<file path="config.mk">
export PLATFORM = sky130hd
export DESIGN_NAME = axi_stream_extract_header
export DESIGN_NICKNAME = d
export VERILOG_FILES = /design/src/rtl/axi_stream_extract_header.sv
export SDC_FILE = /design/constraint.sdc
export NUM_CORES = 1
export LEC_CHECK = 0
export BUFFER_PORTS_ARGS = -buffer_cell sky130_fd_sc_hd__buf_2
export CORE_UTILIZATION = 30
export CTS_CLUSTER_DIAMETER = 80
export DETAILED_ROUTE_END_ITERATION = 7
export HOLD_SLACK_MARGIN = 0.1
export PLACE_DENSITY = 0.43
export REMOVE_ABC_BUFFERS = 1
export SYNTH_ARGS = -nofsm -noshare
export SYNTH_HDL_FRONTEND = slang
export SYNTH_SLANG_ARGS = --single-unit
</file>
<file path="constraint.sdc">
create_clock -name clk -period 6.4 [get_ports clk]
set_input_delay 1.28 -clock clk [delete_from_list [all_inputs] [get_ports clk]]
set_output_delay 1.28 -clock clk [all_outputs]
set_load 0.005 [all_outputs]
</file>
<file path="src/rtl/axi_stream_extract_header.sv">
// Splits a per-packet header off an AXI-Stream onto m00 and realigns the payload onto m01.
// Build option AXIS_EXTRACT_HDR_SKID_EN: 2-entry payload skid, registered s_axis_tready.
module axi_stream_extract_header #(
  parameter int DATA_WD      = 32,
  parameter int DATA_BYTE_WD = DATA_WD / 8,
  parameter int LEN_WD       = $clog2(DATA_BYTE_WD + 1)
) (
  input  logic                    clk,
  input  logic                    rst,
  input  logic                    s_len_tvalid,
  output logic                    s_len_tready,
  input  logic [LEN_WD-1:0]       s_len_tdata,
  input  logic                    s_axis_tvalid,
  output logic                    s_axis_tready,
  input  logic [DATA_WD-1:0]      s_axis_tdata,
  input  logic [DATA_BYTE_WD-1:0] s_axis_tkeep,
  input  logic                    s_axis_tlast,
  output logic                    m00_axis_tvalid,
  input  logic                    m00_axis_tready,
  output logic [DATA_WD-1:0]      m00_axis_tdata,
  output logic [DATA_BYTE_WD-1:0] m00_axis_tkeep,
  output logic                    m01_axis_tvalid,
  input  logic                    m01_axis_tready,
  output logic [DATA_WD-1:0]      m01_axis_tdata,
  output logic [DATA_BYTE_WD-1:0] m01_axis_tkeep,
  output logic                    m01_axis_tlast,
  output logic                    runt_o
);

  localparam int SH_WD = $clog2(DATA_WD + 1);
  localparam logic [LEN_WD-1:0] LEN_MAX = LEN_WD'(DATA_BYTE_WD);
  localparam logic [DATA_BYTE_WD-1:0] ONES = '1;

  typedef enum logic [1:0] {
    ST_IDLE,
    ST_HDR,
    ST_BODY,
    ST_FLUSH
  } state_t;

  function automatic logic [DATA_WD-1:0] lane_mask(
    input logic [DATA_BYTE_WD-1:0] k
  );
    logic [DATA_WD-1:0] m;
    m = '0;
    for (int i = 0; i < DATA_BYTE_WD; i++) m[8*i +: 8] = {8{k[i]}};
    return m;
  endfunction

  function automatic logic [LEN_WD-1:0] count_ones(
    input logic [DATA_BYTE_WD-1:0] k
  );
    logic [LEN_WD-1:0] c;
    c = '0;
    for (int i = 0; i < DATA_BYTE_WD; i++) c = c + LEN_WD'(k[i]);
    return c;
  endfunction

  state_t                  state_q, state_d;
  logic [LEN_WD-1:0]       len_q, len_d;
  logic                    len_rdy_q, len_rdy_d;
  logic [DATA_WD-1:0]      res_q, res_d;
  logic [DATA_WD-1:0]      fl_data_q, fl_data_d;
  logic [DATA_BYTE_WD-1:0] fl_keep_q, fl_keep_d;
  logic                    m00_v_q, m00_v_d;
  logic [DATA_WD-1:0]      m00_data_q, m00_data_d;
  logic [DATA_BYTE_WD-1:0] m00_keep_q, m00_keep_d;
  logic                    runt_q, runt_d;
  logic                    m01_v_q, m01_v_d;
  logic [DATA_WD-1:0]      m01_data_q, m01_data_d;
  logic [DATA_BYTE_WD-1:0] m01_keep_q, m01_keep_d;
  logic                    m01_last_q, m01_last_d;

  logic                    pl_push;
  logic [DATA_WD-1:0]      pl_data;
  logic [DATA_BYTE_WD-1:0] pl_keep;
  logic                    pl_last;
  logic                    pop, space, in_hs;

  logic [LEN_WD-1:0]       len_in, in_k;
  logic [DATA_WD-1:0]      in_beat, head_bits, tail;
  logic [SH_WD-1:0]        sh_hdr, sh_len, sh_k;
  logic [DATA_BYTE_WD-1:0] hdr_keep, runt_keep;
  logic [DATA_BYTE_WD-1:0] body_keep, tail_keep;

  assign len_in = (s_len_tdata == '0 || s_len_tdata > LEN_MAX)
                  ? LEN_MAX : s_len_tdata;
  assign in_beat = s_axis_tdata & lane_mask(s_axis_tkeep);
  assign in_k = count_ones(s_axis_tkeep);

  assign sh_hdr = SH_WD'(LEN_MAX - len_q) << 3;
  assign sh_len = SH_WD'(len_q) << 3;
  assign sh_k   = SH_WD'(LEN_MAX - in_k) << 3;

  // head_bits: first L bytes right-aligned; tail: bytes after L left-aligned
  assign head_bits = in_beat >> sh_hdr;
  assign tail      = in_beat << sh_len;
  assign hdr_keep  = ~(ONES << len_q);
  assign runt_keep = ~(ONES << in_k);
  assign body_keep = (s_axis_tkeep >> (LEN_MAX - len_q)) | (ONES << len_q);
  assign tail_keep = s_axis_tkeep << len_q;

  assign pop = m01_v_q & m01_axis_tready;

`ifdef AXIS_EXTRACT_HDR_SKID_EN
  logic                    sk_v_q, sk_v_d;
  logic [DATA_WD-1:0]      sk_data_q, sk_data_d;
  logic [DATA_BYTE_WD-1:0] sk_keep_q, sk_keep_d;
  logic                    sk_last_q, sk_last_d;
  logic                    axis_rdy_q, axis_rdy_d;

  assign space = ~sk_v_q;
  assign s_axis_tready = axis_rdy_q;
`else
  logic in_en;

  assign in_en = ((state_q == ST_HDR) & ~m00_v_q) | (state_q == ST_BODY);
  assign space = ~m01_v_q | m01_axis_tready;
  assign s_axis_tready = in_en & space;
`endif

  assign in_hs = s_axis_tvalid & s_axis_tready;

  always_comb begin
    state_d    = state_q;
    len_d      = len_q;
    res_d      = res_q;
    fl_data_d  = fl_data_q;
    fl_keep_d  = fl_keep_q;
    m00_v_d    = m00_v_q;
    m00_data_d = m00_data_q;
    m00_keep_d = m00_keep_q;
    runt_d     = 1'b0;
    pl_push    = 1'b0;
    pl_data    = '0;
    pl_keep    = '0;
    pl_last    = 1'b0;
    if (m00_v_q && m00_axis_tready) begin
      m00_v_d    = 1'b0;
      m00_data_d = '0;
      m00_keep_d = '0;
    end
    unique case (state_q)
      ST_IDLE: begin
        if (s_len_tvalid && len_rdy_q) begin
          len_d   = len_in;
          state_d = ST_HDR;
        end
      end
      ST_HDR: begin
        if (in_hs) begin
          m00_v_d = 1'b1;
          res_d   = tail;
          if (s_axis_tlast && in_k <= len_q) begin
            m00_data_d = in_beat >> sh_k;
            m00_keep_d = runt_keep;
            runt_d     = 1'b1;
            state_d    = ST_IDLE;
          end else begin
            m00_data_d = head_bits;
            m00_keep_d = hdr_keep;
            if (s_axis_tlast) begin
              pl_push = 1'b1;
              pl_data = tail;
              pl_keep = tail_keep;
              pl_last = 1'b1;
              state_d = ST_IDLE;
            end else begin
              state_d = ST_BODY;
            end
          end
        end
      end
      ST_BODY: begin
        if (in_hs) begin
          pl_push = 1'b1;
          pl_data = res_q | head_bits;
          pl_keep = body_keep;
          res_d   = tail;
          if (s_axis_tlast) begin
            if (in_k <= len_q) begin
              pl_last = 1'b1;
              state_d = ST_IDLE;
            end else begin
              fl_data_d = tail;
              fl_keep_d = tail_keep;
              state_d   = ST_FLUSH;
            end
          end
        end
      end
      ST_FLUSH: begin
        if (space) begin
          pl_push   = 1'b1;
          pl_data   = fl_data_q;
          pl_keep   = fl_keep_q;
          pl_last   = 1'b1;
          fl_data_d = '0;
          fl_keep_d = '0;
          state_d   = ST_IDLE;
        end
      end
      default: state_d = ST_IDLE;
    endcase
    len_rdy_d = (state_d == ST_IDLE);
  end

`ifdef AXIS_EXTRACT_HDR_SKID_EN
  // pushes land in the output register when free, else in the skid entry
  always_comb begin
    m01_v_d    = m01_v_q;
    m01_data_d = m01_data_q;
    m01_keep_d = m01_keep_q;
    m01_last_d = m01_last_q;
    sk_v_d     = sk_v_q;
    sk_data_d  = sk_data_q;
    sk_keep_d  = sk_keep_q;
    sk_last_d  = sk_last_q;
    if (pop) begin
      m01_v_d    = sk_v_q;
      m01_data_d = sk_data_q;
      m01_keep_d = sk_keep_q;
      m01_last_d = sk_last_q;
      sk_v_d     = 1'b0;
      sk_data_d  = '0;
      sk_keep_d  = '0;
      sk_last_d  = 1'b0;
    end
    if (pl_push) begin
      if (!m01_v_d) begin
        m01_v_d    = 1'b1;
        m01_data_d = pl_data;
        m01_keep_d = pl_keep;
        m01_last_d = pl_last;
      end else begin
        sk_v_d    = 1'b1;
        sk_data_d = pl_data;
        sk_keep_d = pl_keep;
        sk_last_d = pl_last;
      end
    end
    axis_rdy_d = ~sk_v_d & (((state_d == ST_HDR) & ~m00_v_d)
                           | (state_d == ST_BODY));
  end
`else
  always_comb begin
    m01_v_d    = m01_v_q;
    m01_data_d = m01_data_q;
    m01_keep_d = m01_keep_q;
    m01_last_d = m01_last_q;
    if (pl_push) begin
      m01_v_d    = 1'b1;
      m01_data_d = pl_data;
      m01_keep_d = pl_keep;
      m01_last_d = pl_last;
    end else if (pop) begin
      m01_v_d    = 1'b0;
      m01_data_d = '0;
      m01_keep_d = '0;
      m01_last_d = 1'b0;
    end
  end
`endif

  always_ff @(posedge clk) begin
    if (rst) begin
      state_q    <= ST_IDLE;
      len_q      <= LEN_MAX;
      len_rdy_q  <= 1'b0;
      res_q      <= '0;
      fl_data_q  <= '0;
      fl_keep_q  <= '0;
      m00_v_q    <= 1'b0;
      m00_data_q <= '0;
      m00_keep_q <= '0;
      runt_q     <= 1'b0;
      m01_v_q    <= 1'b0;
      m01_data_q <= '0;
      m01_keep_q <= '0;
      m01_last_q <= 1'b0;
`ifdef AXIS_EXTRACT_HDR_SKID_EN
      sk_v_q     <= 1'b0;
      sk_data_q  <= '0;
      sk_keep_q  <= '0;
      sk_last_q  <= 1'b0;
      axis_rdy_q <= 1'b0;
`endif
    end else begin
      state_q    <= state_d;
      len_q      <= len_d;
      len_rdy_q  <= len_rdy_d;
      res_q      <= res_d;
      fl_data_q  <= fl_data_d;
      fl_keep_q  <= fl_keep_d;
      m00_v_q    <= m00_v_d;
      m00_data_q <= m00_data_d;
      m00_keep_q <= m00_keep_d;
      runt_q     <= runt_d;
      m01_v_q    <= m01_v_d;
      m01_data_q <= m01_data_d;
      m01_keep_q <= m01_keep_d;
      m01_last_q <= m01_last_d;
`ifdef AXIS_EXTRACT_HDR_SKID_EN
      sk_v_q     <= sk_v_d;
      sk_data_q  <= sk_data_d;
      sk_keep_q  <= sk_keep_d;
      sk_last_q  <= sk_last_d;
      axis_rdy_q <= axis_rdy_d;
`endif
    end
  end

  assign s_len_tready    = len_rdy_q;
  assign m00_axis_tvalid = m00_v_q;
  assign m00_axis_tdata  = m00_data_q;
  assign m00_axis_tkeep  = m00_keep_q;
  assign m01_axis_tvalid = m01_v_q;
  assign m01_axis_tdata  = m01_data_q;
  assign m01_axis_tkeep  = m01_keep_q;
  assign m01_axis_tlast  = m01_last_q;
  assign runt_o          = runt_q;

endmodule

</file>
==> results.sh, run 1 <==
export IMPL_fmax_mhz=217
export IMPL_status="finished, final reports clean"
export IMPL_hold_buffers=0
export IMPL_grt_pass1_wl_um=52200
export IMPL_portBuffers=123
export IMPL_startpoint_type="primary input"
export IMPL_cp_required_ps=6780
export IMPL_synth_edf_count=0
export IMPL_crit_slowest_cell="nor3b_4"
export IMPL_synth_xor_area_frac=0.00106
export IMPL_antenna_found_initial=1
export IMPL_cts_root_buf="clkbuf_16"
export IMPL_overflow=0
export IMPL_post_dp_hpwl_um=23600
export IMPL_powerDensity_nw_per_um2=318
export IMPL_via_per_inst=5.75
export IMPL_fin_area_sq_um=9700
export IMPL_tightest_slew_ps=1270
export IMPL_clkPwrFrac=0.339
export IMPL_gp_congestion=0.860
export IMPL_vias=8384
export IMPL_cp_common_cell="ha_1"
export IMPL_cts_tree="built"
export IMPL_ys_ff_latch=150
export IMPL_clkSlewWorstSetupHoldPaths_ps=70
export IMPL_ys_seq_area_frac=0.364
export IMPL_crit_chain="buf_2 -> ha_1 -> inv_1 -> ha_1 -> ha_1 -> nor2b_1 -> o211a_1 -> o21ai_2 -> a21oi_4 -> nor3b_4 -> buf_12 -> a22o_1"
export IMPL_total_power_w=0.00308
export IMPL_synth_compound_area_frac=0.347
export IMPL_synth_top_cell_by_area="dfxtp_1"
export IMPL_critical_path_class="in -> reg"
export IMPL_combPwrFrac=0.331
export IMPL_setup_violations=0
export IMPL_rsz0062_at_grt="false"
export IMPL_grt_max_degree=75
export IMPL_cp_max_fo=41
export IMPL_dieArea_sq_um=28200
export IMPL_cts_buffer_depth=2
export IMPL_maxCapViolations=0
export IMPL_drtIter0Drc=753
export IMPL_initial_core_util=0.306
export IMPL_area_growth_pct=17.5
export IMPL_worst_hold_path_type="reg -> reg"
export IMPL_placed_area_sq_um=9110
export IMPL_synth_warnings=0
export IMPL_period_needed_ps=4600
export IMPL_core_sq_um=27000
export IMPL_whs_ps=455
export IMPL_synth_flop_cell="dfxtp_1"
export IMPL_drc=0
export IMPL_yosysTopAreaCellShare=0.364
export IMPL_reg2regPathDepth=8
export IMPL_cts_buffers=17
export IMPL_ant_nets=0
export IMPL_fin_nets=1169
export IMPL_cpPeakStageDelay_ps=810
export IMPL_async_flop_share=0
export IMPL_switching_share=0.397
export IMPL_arrival_ps=4980
export IMPL_syn_avg_cell_area_sq_um=8.01
export IMPL_fp_dieH_um=168
export IMPL_yosys_top_cells_count="dfxtp_1 (150), nand2_1 (124), a21oi_1 (99)"
export IMPL_die_w_um=168
export IMPL_synth_top_family_by_area="compound AO/OA/AOI/OAI gates"
export IMPL_antenna_cells=0
export IMPL_grt_util_all_layers=0.248
export IMPL_fin_tns_setup_ps=0
export IMPL_h_tree_depth=4
export IMPL_synth_cell_types=70
export IMPL_clk_latency_ps=440
export IMPL_p_sw_w=0.00122
export IMPL_cts_resized_gates=0
export IMPL_fin_crit_sh=0.718
export IMPL_netlist_area_sq_um=8250
export IMPL_netlist_top_cells_area="dfxtp_1 (36%), a21oi_1 (6.0%), a22o_1 (5.9%), nand2_1 (5.6%), nand3_1 (5.1%)"
export IMPL_wirelength_um=34900
export IMPL_muxShareOfSynthArea=0.0143
export IMPL_slew_limit_headroom=0.146
export IMPL_pwr_share_seq=0.329
export IMPL_grt_pass1_vias=8080
export IMPL_synth_most_common_cell="dfxtp_1"
export IMPL_cts_sinks=150
export IMPL_first_pass_iters=5
export IMPL_whs_path_depth=2
export IMPL_p_leak_nw=3.52
export IMPL_postSynthCellCount=1030
export IMPL_ios=124
export IMPL_rows=60
export IMPL_end_kind="flop"
export IMPL_final_hold_viol_count=0
export IMPL_synth_simple_gate_area_share=0.178
export IMPL_drv_slew=0
export IMPL_p_int_w=0.00186
export IMPL_post_cts_setup_buffers=0
export IMPL_vdd_drop_max_v=0.000138
export IMPL_fin_skew_ps=10.5
export IMPL_wire_per_inst_um=23.9
export IMPL_drive_above_1_share=0.190
export IMPL_yosys_area_share_adder=0.0306
==> kinds of logic (layout without fill, tap and decap cells) <==
logic type,count (synthesis),after routing
AOI/OAI and AO/OA,406,406
and+or+nand+nor,319,319
DFF,150,150
buffers and inverters,127,214
adders and majority gates,19,19
muxes,8,8
xor gates and xnor gates,1,1
==> flip-flops by register name (all words and copies together) (netlist names), 2 cells and up <==
| name | cells |
|---|---|
| fl_data_q | 32 |
| fl_keep_q | 4 |
| len_q | 3 |
| m00_axis_tdata | 32 |
| m00_axis_tkeep | 4 |
| m01_axis_tdata | 32 |
| m01_axis_tkeep | 4 |
| res_q | 32 |
| state_q | 2 |
==> cell type report <==
type / count / area (sq um)
tap: 341 / 427
timing repair buffer: 147 / 808
clock inverter: 13 / 145
clock buffer: 19 / 443
sequential: 150 / 3000
multi-input combinational: 753 / 4740
fill: 2837 / 17300
inverter: 35 / 131
==> cell usage in the layout (no fill, tap or decap), types with 14 or more instances in the layout <==
cell type / Yosys / layout
o211ai_1: 24 / 24
o2bb2ai_1: 32 / 32
clkbuf_16: 0 / 17
a221oi_1: 14 / 14
a211oi_1: 17 / 16
dfxtp_1: 150 / 149
buf_2: 15 / 123
a22o_1: 56 / 56
nand2_1: 124 / 124
a22oi_1: 17 / 17
o21ai_0: 77 / 77
a311oi_1: 18 / 18
nor2_1: 66 / 65
buf_4: 3 / 23
inv_1: 33 / 33
a21oi_1: 99 / 99
nand3_1: 84 / 83
ha_1: 17 / 17
==> through the flow <==
stage | setup WS, ps | util | cells
6_report | 1800 | 0.360 | 1458
5_1_grt | 1630 | 0.360 | 1458
4_1_cts | 1800 | 0.360 | 1458
3_5_place_dp | 1350 | 0.338 | 1426
3_3_place_gp | 1380 | 0.338 | 1426
2_1_floorplan | 1090 | - | 938
==> power by group through the flow <==
| stage | Combinational [W] | Clock, W | Sequential, W |
|---|---|---|---|
| after floorplan | 0.000548 | 0 | 0.00105 |
| after global placement | 0.00101 | 0 | 0.00104 |
| after detailed placement | 0.00101 | 0 | 0.00104 |
| after CTS | 0.00101 | 0.00106 | 0.00101 |
| after global routing | 0.00110 | 0.00109 | 0.00102 |
| final | 0.00102 | 0.00105 | 0.00101 |
==> worst paths after layout <==
| kind | slack, ps | startpoint | end |
|---|---|---|---|
| hold reg to reg | 460 | res_q[29] | res_q[29] |
| hold / removal | 460 | res_q[29] | res_q[29] |
| setup reg to reg | 2220 | len_q[0] | m00_axis_tdata[30] |
| setup / recovery | 1800 | s_axis_tkeep[2] | m01_axis_tdata[20] |
==> metal layers <==
metal | global-route usage | share of wire | vias up
li1 | - | - | 3977
met1 | 0.335 | 0.47 | 4057
met2 | 0.396 | 0.45 | 304
met3 | 0.0517 | 0.060 | 46
met4 | 0.0766 | 0.023 | 0
met5 | 0 | 0 | -
==> worst max-delay path, delay by kind of cell <==
kind                     cells  cell delay, ps
buffers and inverters        3             970
AND/OR/NAND/NOR              2             960
adder cells (fa/ha/maj)      3             990
AO/OA/AOI/OAI                4             740
Note: power is estimated with default switching activity, not from simulation.
==> run 2, diff against run 1 <==
--- a/config.mk
+++ b/config.mk
@@ -10,7 +10,7 @@
 export CTS_CLUSTER_DIAMETER = 80
 export DETAILED_ROUTE_END_ITERATION = 7
 export HOLD_SLACK_MARGIN = 0.1
-export PLACE_DENSITY = 0.43
+export PLACE_DENSITY = 0.45
 export REMOVE_ABC_BUFFERS = 1
 export SYNTH_ARGS = -nofsm -noshare
 export SYNTH_HDL_FRONTEND = slang
==> constraint.sdc (replaced) <==
create_clock -name clk -period 4.1 [get_ports clk]
set_input_delay 0.82 -clock clk [delete_from_list [all_inputs] [get_ports clk]]
set_output_delay 0.82 -clock clk [all_outputs]
set_load 0.005 [all_outputs]
==> run 2 against run 1 <==
Critical endpoint is now m00_axis_tdata[10]; sequential share of layout area shrank 0.86 points; hold slack got worse by 0.57 ps; critical path type unchanged; clock power rose by 62%; clock-buffer cell count stayed put; flip-flop and latch count unchanged; via count is 1.9% higher; clock skew down 1.2 ps; cell count grew 2.0%; register-to-register slack lost 1100 ps; combinational power increased by 62%; critical path depth grew 3; utilization up 1.0 points.
==> results.sh, run 2 (same netlist as run 1, synthesis figures left out) <==
export IMPL_fin_nets=1199
export IMPL_cp_top_family="adder cells"
export IMPL_core_sq_um=27000
export IMPL_fin_util=0.370
export IMPL_period_needed_ps=3710
export IMPL_antenna_cells=0
export IMPL_initial_core_util=0.306
export IMPL_crit_chain="buf_2 -> inv_1 -> fa_1 -> inv_1 -> ha_1 -> inv_1 -> ha_1 -> ha_1 -> nor2b_1 -> o211a_1 -> buf_4 -> nor3_4 -> buf_4 -> o21ai_0 -> a22o_1"
export IMPL_hold_buffers=0
export IMPL_post_cts_setup_buffers=0
export IMPL_portBuffers=123
export IMPL_cpPeakStageDelay_ps=550
export IMPL_critical_path_class="in -> reg"
export IMPL_fillers=2844
export IMPL_worst_slack_ps=391
export IMPL_final_cell_mix="dfxtp_1 (149), nand2_1 (124), buf_2 (123)"
export IMPL_cp_max_fo=24
export IMPL_dieArea_sq_um=28200
export IMPL_drive_above_1_share=0.209
export IMPL_clk_latency_ps=430
export IMPL_startpoint_type="primary input"
export IMPL_placed_area_sq_um=9360
export IMPL_final_hold_viol_count=0
export IMPL_die_w_um=168
export IMPL_mostFrequentLayoutCell="dfxtp_1"
export IMPL_grt_max_degree=75
export IMPL_worst_hold_path_type="reg -> reg"
export IMPL_vdd_drop_max_v=0.000251
export IMPL_cts_root_buf="clkbuf_16"
export IMPL_wirelength_um=34400
export IMPL_end_kind="flop"
export IMPL_grt_pass1_wl_um=52200
export IMPL_first_pass_iters=5
export IMPL_fin_skew_ps=9.32
export IMPL_via_per_inst=5.75
export IMPL_cts_buffers=17
export IMPL_drv_slew=0
export IMPL_gp_congestion=0.900
export IMPL_grt_util_all_layers=0.247
export IMPL_vias=8545
export IMPL_fp_dieH_um=168
export IMPL_h_tree_depth=4
export IMPL_wire_per_inst_um=23.1
export IMPL_tightest_slew_ps=1120
export IMPL_cts_resized_gates=0
export IMPL_rsz0062_at_grt="false"
export IMPL_slew_limit_headroom=0.251
export IMPL_crit_slowest_cell="fa_1"
export IMPL_fin_tns_setup_ps=0
export IMPL_post_dp_hpwl_um=24100
export IMPL_arrival_ps=4040
export IMPL_drc=0
export IMPL_grt_pass1_vias=8099
export IMPL_critPathBufInv=6
export IMPL_clkSlewWorstSetupHoldPaths_ps=70
export IMPL_fin_crit_sh=0.905
export IMPL_cp_required_ps=4430
export IMPL_rows=60
export IMPL_overflow=0
export IMPL_detailedPlace_worstSlack_ps=-20.7
export IMPL_setup_violations=0
export IMPL_fmax_mhz=270
export IMPL_drtIter0Drc=941
export IMPL_status="finished, final reports clean"
export IMPL_cts_tree="built"
export IMPL_cts_buffer_depth=2
export IMPL_fin_area_sq_um=9970
export IMPL_maxCapViolations=0
export IMPL_area_growth_pct=20.9
export IMPL_p_leak_nw=3.69
export IMPL_powerDensity_nw_per_um2=494
export IMPL_ant_nets=0
export IMPL_cts_sinks=150
export IMPL_antenna_found_initial=0
export IMPL_ios=124
[run 2: cell types whose count changed in the layout (fill, tap and decap cells not counted), moves of 2 or more]
cell        previous run  this run
buf_12                 1         4
buf_4                 23        50
bufinv_16              2         4
clkinvlp_4             3         1
inv_6                  4         1
nor2_2                 0         2
[run 2: worst reg2reg max path, cell delays in order, from the launching register on]
cell and delay (ps):
dfxtp_2 330, clkinv_1 100, ha_1 210, ha_1 580
nand2b_1 520, a21oi_1 630, o21ai_0 190, o211ai_1 180
a22o_1 150
[run 2: power breakdown]
group | internal (W) | switching, W
clock network | 0.00102 | 0.000679
registers | 0.00153 | 0.0000539
logic | 0.000508 | 0.00114
[run 2: area by class of cell]
cell class                      instances  area (sq um)  share of cell area
Clock buffer                           19           433              0.0434
Clock inverter                         12           178              0.0178
Inverter                               35           131              0.0132
Multi-Input combinational cell        753          4730               0.474
Sequential cell                       150          3000               0.301
Tap cell                              341           427              0.0428
Timing Repair Buffer                  177          1070               0.107
[run 2: worst paths after layout]
path	from	to	slack (ps)	depth (start not counted)
setup / recovery	s_axis_tkeep[0]	m00_axis_tdata[10]	390	15
setup reg to reg	len_q[0]	m01_axis_tdata[17]	1170	8
hold reg to reg	res_q[24]	res_q[24]	450	2
hold / removal	res_q[24]	res_q[24]	450	2
[run 2: through the flow]
stage / power [W] / cells / hold slack, ps
finish: 0.00493 / 1487 / 455
global route: 0.00516 / 1487 / 467
global placement: 0.00325 / 1456 / 439
CTS: 0.00494 / 1487 / 456
detailed placement: 0.00324 / 1456 / 443
floorplan: 0.00249 / 938 / 426
[run 2: routing by layer]
layer,vias to the layer above,GRT usage,wire (um)
li1,4030,-,-
met1,4121,0.350,16300
met2,352,0.387,15300
met3,42,0.0364,2130
met4,0,0.0698,691
met5,-,0,0
==> run 3, diff against run 2 <==
--- a/config.mk
+++ b/config.mk
@@ -10,7 +10,7 @@
 export CTS_CLUSTER_DIAMETER = 80
 export DETAILED_ROUTE_END_ITERATION = 7
 export HOLD_SLACK_MARGIN = 0.1
-export PLACE_DENSITY = 0.45
+export PLACE_DENSITY = 0.43
 export REMOVE_ABC_BUFFERS = 1
 export SYNTH_ARGS = -nofsm -noshare
 export SYNTH_HDL_FRONTEND = slang
==> constraint.sdc (replaced) <==
create_clock -name clk -period 4.77 [get_ports clk]
set_input_delay 0.954 -clock clk [delete_from_list [all_inputs] [get_ports clk]]
set_output_delay 0.954 -clock clk [all_outputs]
set_load 0.005 [all_outputs]
==> run 3 against run 2 <==
Clock power fell by 8%; clock skew rose by 1.2 ps; clock-buffer cell count fell by 1; combinational power fell by 15%; final area fell by 0.95%; first-iteration DRC count fell by 9.7%; wire length rose by 1.9%; non-clock buffer count fell by 15; hold slack barely moved; sequential share of layout area rose by 0.29 points; utilization fell by 0.35 points; critical path type unchanged; critical endpoint is now m01_axis_tdata[21].
==> results.sh, run 3 (same netlist as run 1, synthesis figures left out) <==
export IMPL_status="finished, final reports clean"
export IMPL_r2r_end="m00_axis_tdata[29]"
export IMPL_fin_crit_sh=0.845
export IMPL_whs_path_depth=2
export IMPL_die_w_um=168
export IMPL_rows=60
export IMPL_grt_pass1_vias=7911
export IMPL_placed_area_sq_um=9220
export IMPL_r2r_slack_ps=1280
export IMPL_period_needed_ps=4030
export IMPL_portBuffers=123
export IMPL_post_cts_setup_buffers=0
export IMPL_grt_pass1_wl_um=51900
export IMPL_fmax_mhz=248
export IMPL_fin_util=0.367
export IMPL_end_kind="flop"
export IMPL_crit_chain="buf_2 -> inv_1 -> fa_1 -> inv_1 -> ha_1 -> inv_1 -> ha_1 -> ha_1 -> nor2b_1 -> o211a_1 -> o21ai_2 -> a21oi_4 -> nor3b_4 -> buf_4 -> a22o_1"
export IMPL_cpPeakStageDelay_ps=600
export IMPL_post_dp_hpwl_um=24000
export IMPL_fillers=2860
export IMPL_drtIter0Drc=850
export IMPL_final_hold_viol_count=0
export IMPL_overflow=0
export IMPL_antenna_found_initial=0
export IMPL_slew_limit_headroom=0.167
export IMPL_drv_slew=0
export IMPL_cts_tree="built"
export IMPL_whs_ps=454
export IMPL_worst_hold_path_type="reg -> reg"
export IMPL_hold_buffers=0
export IMPL_core_sq_um=27000
export IMPL_wirelength_um=35100
export IMPL_grt_util_all_layers=0.248
export IMPL_cp_top_family="adder cells"
export IMPL_clkSlewWorstSetupHoldPaths_ps=60
export IMPL_startpoint_type="primary input"
export IMPL_reg2reg_from="state_q[1]"
export IMPL_cts_sinks=150
export IMPL_gp_congestion=0.860
export IMPL_cp_max_fo=15
export IMPL_min_delay_start="res_q[26]"
export IMPL_maxCapViolations=0
export IMPL_rsz0062_at_grt="false"
export IMPL_first_pass_iters=5
export IMPL_cts_root_buf="clkbuf_16"
export IMPL_fin_area_sq_um=9880
export IMPL_ios=124
export IMPL_fp_dieH_um=168
export IMPL_h_tree_depth=4
export IMPL_mostFrequentLayoutCell="dfxtp_1"
export IMPL_dieArea_sq_um=28200
export IMPL_vdd_drop_max_v=0.000214
export IMPL_fin_nets=1184
export IMPL_worst_slack_ps=740
export IMPL_drive_above_1_share=0.200
export IMPL_area_growth_pct=19.7
export IMPL_cts_resized_gates=0
export IMPL_final_cell_mix="dfxtp_1 (149), nand2_1 (124), buf_2 (123)"
export IMPL_vias=8464
export IMPL_detailedPlace_worstSlack_ps=300
export IMPL_reg2regPathDepth=7
export IMPL_initial_core_util=0.306
export IMPL_ant_nets=0
export IMPL_fin_skew_ps=10.5
export IMPL_arrival_ps=4410
export IMPL_setup_violations=0
export IMPL_critPathBufInv=5
export IMPL_cts_buffers=17
export IMPL_whs_endpoint="res_q[26]"
export IMPL_startpoint="s_axis_tkeep[0]"
export IMPL_crit_slowest_cell="fa_1"
export IMPL_wire_per_inst_um=23.8
export IMPL_critical_path_class="in -> reg"
export IMPL_powerDensity_nw_per_um2=438
export IMPL_drc=0
export IMPL_cp_required_ps=5150
export IMPL_p_leak_nw=3.62
export IMPL_grt_max_degree=75
export IMPL_total_power_w=0.00433
export IMPL_tightest_slew_ps=1240
export IMPL_cts_buffer_depth=2
export IMPL_clk_latency_ps=440
export IMPL_via_per_inst=5.74
[run 3: changes by cell type in the layout (fill, tap and decap cells not counted), sizes merged]
cell	before	now
buf	177	162
clkinvlp	1	3
bufinv	4	5
clkinv	7	4
clkbuf	19	18
diode	0	1
inv	35	37
[run 3: power breakdown]
| group | internal, W | switching [W] | total [W] |
|---|---|---|---|
| registers | 0.00132 | 0.0000457 | 0.00136 |
| clock network | 0.000937 | 0.000632 | 0.00157 |
| logic | 0.000415 | 0.000984 | 0.00140 |
[run 3: layout make-up]
type | count | area (sq um) | share of cell area
clock inverters | 14 | 224 | 0.0227
inverters | 35 | 131 | 0.0133
repair buffers | 162 | 933 | 0.0945
diodes | 1 | 2.50 | 0.000253
well taps | 341 | 427 | 0.0432
multi-input cells | 753 | 4730 | 0.479
clock buffers | 18 | 429 | 0.0434
flip-flops and latches | 150 | 3000 | 0.304
[run 3: layer usage]
metal	vias up	global-route usage	share of wire
met5	-	0	0
met4	0	0.0766	0.027
met3	44	0.0555	0.068
met2	317	0.380	0.44
met1	4095	0.343	0.47
li1	4008	-	-
[run 3: worst reg2reg max path: cells and delay by family (launching register included)]
family | cells | cell delay [ps]
AOI/OAI and AO/OA | 3 | 1260
and+or+nand+nor | 1 | 1030
DFF | 1 | 440
buffers and inverters | 2 | 420
adders and majority gates | 1 | 290
[run 3: through the flow]
step,TNS (ps),std cells
2_1_floorplan,-8920,938
3_3_place_gp,0,1441
3_5_place_dp,0,1441
4_1_cts,0,1473
5_1_grt,0,1473
6_report,0,1474
[run 3: worst max-delay path by stage]
stage	to	slack [ps]	cells after the start
after detailed placement	m01_axis_tdata[20]	300	15
after global routing	m01_axis_tdata[17]	570	15
after CTS	m01_axis_tdata[21]	740	15
final	m01_axis_tdata[21]	740	15
after floorplan	fl_data_q[0]	-220	12
after global placement	m01_axis_tdata[16]	350	15
